--- src/rtl/multicycle_controller.sv ---
// Multicycle control FSM for a shared-ALU/shared-memory RV32I subset; outputs are decoded from state, with memory handshake and wait timeout.
// Define PERF_CNT_EN to add the instret retired-instruction counter output. state_o: FETCH=0 DECODE=1 MEMADR=2 MEMREAD=3 MEMWB=4 MEMWRITE=5 EXECR=6 EXECI=7 ALUWB=8 BEQ=9 JAL=10 FAULT=11.
module multicycle_controller #(
  parameter int WAIT_LIMIT = 15,
  parameter int CNT_WIDTH  = 32
) (
  input  logic       clk,
  input  logic       rst,
  input  logic [6:0] op,
  input  logic [2:0] funct3,
  input  logic       funct7_5,
  input  logic       Zero,
  input  logic       mem_ready,
  output logic       mem_req,
  output logic       AdrSrc,
  output logic       MemWrite,
  output logic       IRWrite,
  output logic       PCWrite,
  output logic       RegWrite,
  output logic [1:0] ResultSrc,
  output logic [1:0] ALUSrcA,
  output logic [1:0] ALUSrcB,
  output logic [1:0] ImmSrc,
  output logic [2:0] ALUControl,
  output logic [3:0] state_o,
  output logic       fault
`ifdef PERF_CNT_EN
  ,
  output logic [CNT_WIDTH-1:0] instret
`endif
);

  localparam logic [6:0] OP_LW  = 7'b0000011;
  localparam logic [6:0] OP_SW  = 7'b0100011;
  localparam logic [6:0] OP_R   = 7'b0110011;
  localparam logic [6:0] OP_I   = 7'b0010011;
  localparam logic [6:0] OP_BEQ = 7'b1100011;
  localparam logic [6:0] OP_JAL = 7'b1101111;
  localparam logic [7:0] WAIT_LAST = 8'(WAIT_LIMIT - 1);

  if (WAIT_LIMIT < 1 || WAIT_LIMIT > 255 || CNT_WIDTH < 1) begin : g_bad_param
    $error("multicycle_controller: WAIT_LIMIT must be 1..255 and CNT_WIDTH >= 1");
  end

  typedef enum logic [3:0] {
    S_FETCH    = 4'd0,
    S_DECODE   = 4'd1,
    S_MEMADR   = 4'd2,
    S_MEMREAD  = 4'd3,
    S_MEMWB    = 4'd4,
    S_MEMWRITE = 4'd5,
    S_EXECR    = 4'd6,
    S_EXECI    = 4'd7,
    S_ALUWB    = 4'd8,
    S_BEQ      = 4'd9,
    S_JAL      = 4'd10,
    S_FAULT    = 4'd11
  } state_t;

  state_t     r_state;
  state_t     w_next;
  logic [7:0] r_wait_cnt;
  logic       w_mem_state;
  logic       w_timeout;
  logic       w_alu_legal;
  logic [2:0] w_alu_ctl;
  logic       w_branch;
  logic       w_pc_update;

  assign w_mem_state = (r_state == S_FETCH) || (r_state == S_MEMREAD) || (r_state == S_MEMWRITE);
  // Ready on the last permitted cycle still completes; only a missing ready faults.
  assign w_timeout   = w_mem_state && !mem_ready && (r_wait_cnt == WAIT_LAST);

  always_comb begin
    w_alu_legal = 1'b1;
    w_alu_ctl   = 3'b000;
    case (funct3)
      3'b000:  w_alu_ctl = ((r_state == S_EXECR) && funct7_5) ? 3'b001 : 3'b000;
      3'b010:  w_alu_ctl = 3'b101;
      3'b110:  w_alu_ctl = 3'b011;
      3'b111:  w_alu_ctl = 3'b010;
      default: w_alu_legal = 1'b0;
    endcase
  end

  always_comb begin
    w_next = r_state;
    case (r_state)
      S_FETCH:    if (mem_ready) w_next = S_DECODE;   else if (w_timeout) w_next = S_FAULT;
      S_DECODE: begin
        case (op)
          OP_LW, OP_SW: w_next = S_MEMADR;
          OP_R:         w_next = S_EXECR;
          OP_I:         w_next = S_EXECI;
          OP_BEQ:       w_next = S_BEQ;
          OP_JAL:       w_next = S_JAL;
          default:      w_next = S_FAULT;
        endcase
      end
      S_MEMADR:   w_next = (op == OP_SW) ? S_MEMWRITE : S_MEMREAD;
      S_MEMREAD:  if (mem_ready) w_next = S_MEMWB;    else if (w_timeout) w_next = S_FAULT;
      S_MEMWB:    w_next = S_FETCH;
      S_MEMWRITE: if (mem_ready) w_next = S_FETCH;    else if (w_timeout) w_next = S_FAULT;
      S_EXECR,
      S_EXECI:    w_next = w_alu_legal ? S_ALUWB : S_FAULT;
      S_ALUWB,
      S_BEQ:      w_next = S_FETCH;
      S_JAL:      w_next = S_ALUWB;
      default:    w_next = S_FAULT;
    endcase
  end

  always_ff @(posedge clk or negedge rst) begin
    if (!rst) begin
      r_state    <= S_FETCH;
      r_wait_cnt <= 8'd0;
    end else begin
      r_state <= w_next;
      if (w_mem_state && !mem_ready && !w_timeout) r_wait_cnt <= r_wait_cnt + 8'd1;
      else                                         r_wait_cnt <= 8'd0;
    end
  end

`ifdef PERF_CNT_EN
  logic w_retire;
  assign w_retire = (w_next == S_FETCH) &&
                    ((r_state == S_MEMWB) || (r_state == S_MEMWRITE) ||
                     (r_state == S_ALUWB) || (r_state == S_BEQ));

  always_ff @(posedge clk or negedge rst) begin
    if (!rst)          instret <= '0;
    else if (w_retire) instret <= instret + 1'b1;
  end
`endif

  always_comb begin
    mem_req     = 1'b0;
    AdrSrc      = 1'b0;
    MemWrite    = 1'b0;
    IRWrite     = 1'b0;
    w_pc_update = 1'b0;
    w_branch    = 1'b0;
    RegWrite    = 1'b0;
    ResultSrc   = 2'b00;
    ALUSrcA     = 2'b00;
    ALUSrcB     = 2'b00;
    ImmSrc      = 2'b00;
    ALUControl  = 3'b000;
    case (r_state)
      S_FETCH: begin
        mem_req     = 1'b1;
        IRWrite     = mem_ready;
        w_pc_update = mem_ready;
        ALUSrcB     = mem_ready ? 2'b10 : 2'b00;
      end
      S_DECODE:   begin ALUSrcA = 2'b01; ALUSrcB = 2'b01; ImmSrc = 2'b10; end
      S_MEMADR:   begin ALUSrcA = 2'b10; ALUSrcB = 2'b01; ImmSrc = (op == OP_SW) ? 2'b01 : 2'b00; end
      S_MEMREAD:  begin mem_req = 1'b1; AdrSrc = 1'b1; end
      S_MEMWB:    begin ResultSrc = 2'b01; RegWrite = 1'b1; end
      S_MEMWRITE: begin mem_req = 1'b1; AdrSrc = 1'b1; MemWrite = 1'b1; end
      S_EXECR:    begin ALUSrcA = 2'b10; ALUControl = w_alu_ctl; end
      S_EXECI:    begin ALUSrcA = 2'b10; ALUSrcB = 2'b01; ALUControl = w_alu_ctl; end
      S_ALUWB:    RegWrite = 1'b1;
      S_BEQ:      begin ALUSrcA = 2'b10; ALUControl = 3'b001; w_branch = 1'b1; end
      S_JAL:      begin ALUSrcA = 2'b01; ALUSrcB = 2'b10; w_pc_update = 1'b1; end
      default:    ;
    endcase
  end

  assign PCWrite = w_pc_update | (w_branch & Zero);
  assign state_o = r_state;
  assign fault   = (r_state == S_FAULT);

endmodule

--- config.mk ---
export PLATFORM = sky130hd
export DESIGN_NAME = multicycle_controller
export DESIGN_NICKNAME = d
export VERILOG_FILES = /design/src/rtl/multicycle_controller.sv
export SDC_FILE = /design/constraint.sdc
export NUM_CORES = 1
export LEC_CHECK = 0
export ABC_AREA = 1
export CORE_MARGIN = 4
export CORE_UTILIZATION = 43
export CTS_BUF_LIST = sky130_fd_sc_hd__clkbuf_4 sky130_fd_sc_hd__clkbuf_8
export CTS_CLUSTER_SIZE = 40
export DETAILED_ROUTE_END_ITERATION = 8
export PLACE_DENSITY = 0.77
export SYNTH_ARGS = -nofsm -noshare
export SYNTH_HDL_FRONTEND = slang
export SYNTH_SLANG_ARGS = --single-unit
--- constraint.sdc ---
create_clock -name clk -period 3.6 [get_ports clk]
set_input_delay 0.36 -clock clk [delete_from_list [all_inputs] [get_ports clk]]
set_output_delay 0.36 -clock clk [all_outputs]
set_load 0.01 [all_outputs]
==> impl_metrics.ini <==
[run_status]
status = completed

[worst_setup_path]
reg2reg_slack_ns = 2.26
crit_path_end_kind = output pin
startpoint_type = input pin
r2r-start = r_wait_cnt[0]$_DFF_PN0_
critPathArrivalTime_ns = 2.03
worst-r2r-cell-count = 7
critPathKind = in2out
crit_fanout = 10
reg2reg_to = r_wait_cnt[7]$_DFF_PN0_
worstPathRequired_ns = 3.24

[detailed_routing]
final_antenna_net_count = 0
wl_um = 2640
routed_via_density = 4.91
num_vias = 1094
drc = 0
first_iter_violations = 39
post_drt_wl_per_cell_um = 11.8
dr.pass1.iters = 4

[die]
io_pins = 37
fp.dieArea_um2 = 3160
rows = 17
core_um2 = 2210
start_util = 0.451
die_y_um = 56.2
die_w_um = 56.2

[layout]
num_antenna_cells = 0
drive_above_1_share = 0.0821
final.fill_count = 215
area_growth_pct = 41.5
postLayoutCellArea_um2 = 1410
final_nets = 213

[power_and_ir_drop]
p_comb_frac = 0.638
clock_power_share = 0.127
ir_worst_vdd_uv = 365
internal_power_w = 0.000483
power_leakage_nw = 0.689
p_sw_w = 0.000369
swShare = 0.434
seqPwrFrac = 0.235
power_per_cell_area_nw_per_um2 = 603

[global_routing]
grt_pass1_vias = 1082
grt_pass1_wl_um = 4400
track_usage = 0.168
grt_max_degree = 13
overflow = 0
antenna_found_initial = 0

[clock_network]
cts_root_buffer = clkbuf_4
clkSinkCount = 12
clk_path_buf_depth = 2
cts_made_buffers = 3
cts_resized = 0
postCtsSetupRepairBufs = 0
clk_latency_ns = 0.28
cts_tree = yes
h-tree-depth = 1
ctsHoldBuffers = 0
clk_pin_slew_worst_paths_ns = 0.08

[run]
cap_viol_max_count = 0

[timing]
fmax_mhz = 419
worstMarginPinSlew_ns = 0.567
slew_headroom = 0.621
setup_viol = 0
min_period_ns = 2.39
slew_viol_final = 0
skew_ns = 0.00318
period_share = 0.663
rsz0062_at_grt = no
setup_tns_ns = 0
hold_violations = 0

[yosys]
synth.top_cells.by_count = nand2_1 (39), nor2_1 (32), inv_1 (21)
synth_edf_count = 0
syn_avg_cell_area_um2 = 6.36
synth_top_cell_by_area = dfrtp_1
synth_ff_type = dfrtp_1
synth_top_area_frac = 0.301
synth_warnings = 0
synth_area_leaders = dfrtp_1 (30%), nand2_1 (15%), nor2_1 (12%), nand3_1 (8.0%), inv_1 (7.9%)
synthDistinctLibCells = 26
syn_nets = 174
ys_async_sr_fraction = 1.00
synth_area_um2 = 998
synth-seq-cells = 12
synth.most_common_cell = nand2_1
syn-instance-count = 157
seq_area_frac_synth = 0.301

[placement]
port_buffers = 35
dp_hpwl_um = 2150
gp_congestion = 0.869
place_area_um2 = 1380

[min_path]
worst_hold_path_type = in2async
## layout make-up
type / count / area (µm²) / area share
sequential: 12 / 300 / 0.213
clock buffer: 4 / 36.3 / 0.0257
timing repair buffer: 35 / 350 / 0.248
inverter: 24 / 90.1 / 0.0638
multi-input combinational: 120 / 601 / 0.425
tap: 28 / 35.0 / 0.0248
## worst max-delay path: stages
cell	delay [ns]
clkdlybuf4s50_1	0.46
clkinv_1	0.28
o21ai_2	0.24
o21bai_1	0.13
clkdlybuf4s50_1	0.55
## power groups by stage
stage                     clock network [W]  registers (W)  logic [W]
after global routing               0.000116       0.000206   0.000598
after global placement                    0       0.000201   0.000542
after CTS                          0.000112       0.000200   0.000550
final                              0.000108       0.000200   0.000543
after floorplan                           0       0.000205   0.000293
after detailed placement                  0       0.000202   0.000549
## how the worst max path moves through the flow
| stage | to | start | slack (ns) | depth (start not counted) |
|---|---|---|---|---|
| finish | PCWrite | mem_ready | 1.21 | 5 |
| global route | PCWrite | mem_ready | 1.16 | 5 |
| CTS | PCWrite | mem_ready | 1.22 | 5 |
| detailed placement | PCWrite | mem_ready | 1.23 | 5 |
| global placement | PCWrite | mem_ready | 1.25 | 5 |
| floorplan | ALUControl[2] | state_o[2]$_DFF_PN0_ | 2.11 | 4 |
## cell usage in the layout (no fill, tap or decap), types with 3 or more instances in the layout
master,n
o21ai_0,4
nor3_1,3
nor2_1,32
clkdlybuf4s50_1,35
dfrtp_1,12
nand2_1,39
clkbuf_4,3
nor2_2,3
inv_1,21
nand3_1,16
xor2_1,3
## registers in the layout (all words and copies together) (netlist names)
name and flops:
r_wait_cnt 8, state_o 4
## stage by stage
| stage | utilization | setup slack [ns] | total power, W | hold slack (ns) | std cells |
|---|---|---|---|---|---|
| floorplan | - | 2.11 | 0.000498 | 0.0644 | 157 |
| global route | 0.639 | 1.16 | 0.000919 | 0.472 | 223 |
| finish | 0.639 | 1.21 | 0.000852 | 0.443 | 223 |
| detailed placement | 0.622 | 1.23 | 0.000751 | 0.485 | 219 |
| global placement | 0.622 | 1.25 | 0.000743 | 0.466 | 219 |
| CTS | 0.639 | 1.22 | 0.000862 | 0.456 | 223 |
## cells by family (layout without fill, tap and decap cells)
kind of cell,after synthesis,count (layout),synth area share
xor gates and xnor gates,4,4,0.0351
DFF,12,12,0.301
AOI/OAI and AO/OA,11,11,0.0677
buffers and inverters,25,63,0.0978
and+or+nand+nor,102,102,0.470
other,1,1,0.00376
adders and majority gates,2,2,0.0251
## per-layer routing
| layer | vias up | global-route usage | part of all wire |
|---|---|---|---|
| li1 | 566 | - | - |
| met1 | 490 | 0.181 | 0.39 |
| met2 | 32 | 0.321 | 0.53 |
| met3 | 6 | 0.0255 | 0.062 |
| met4 | 0 | 0.0678 | 0.017 |
| met5 | - | 0 | 0 |
Note: power is estimated with default switching activity, not from simulation.
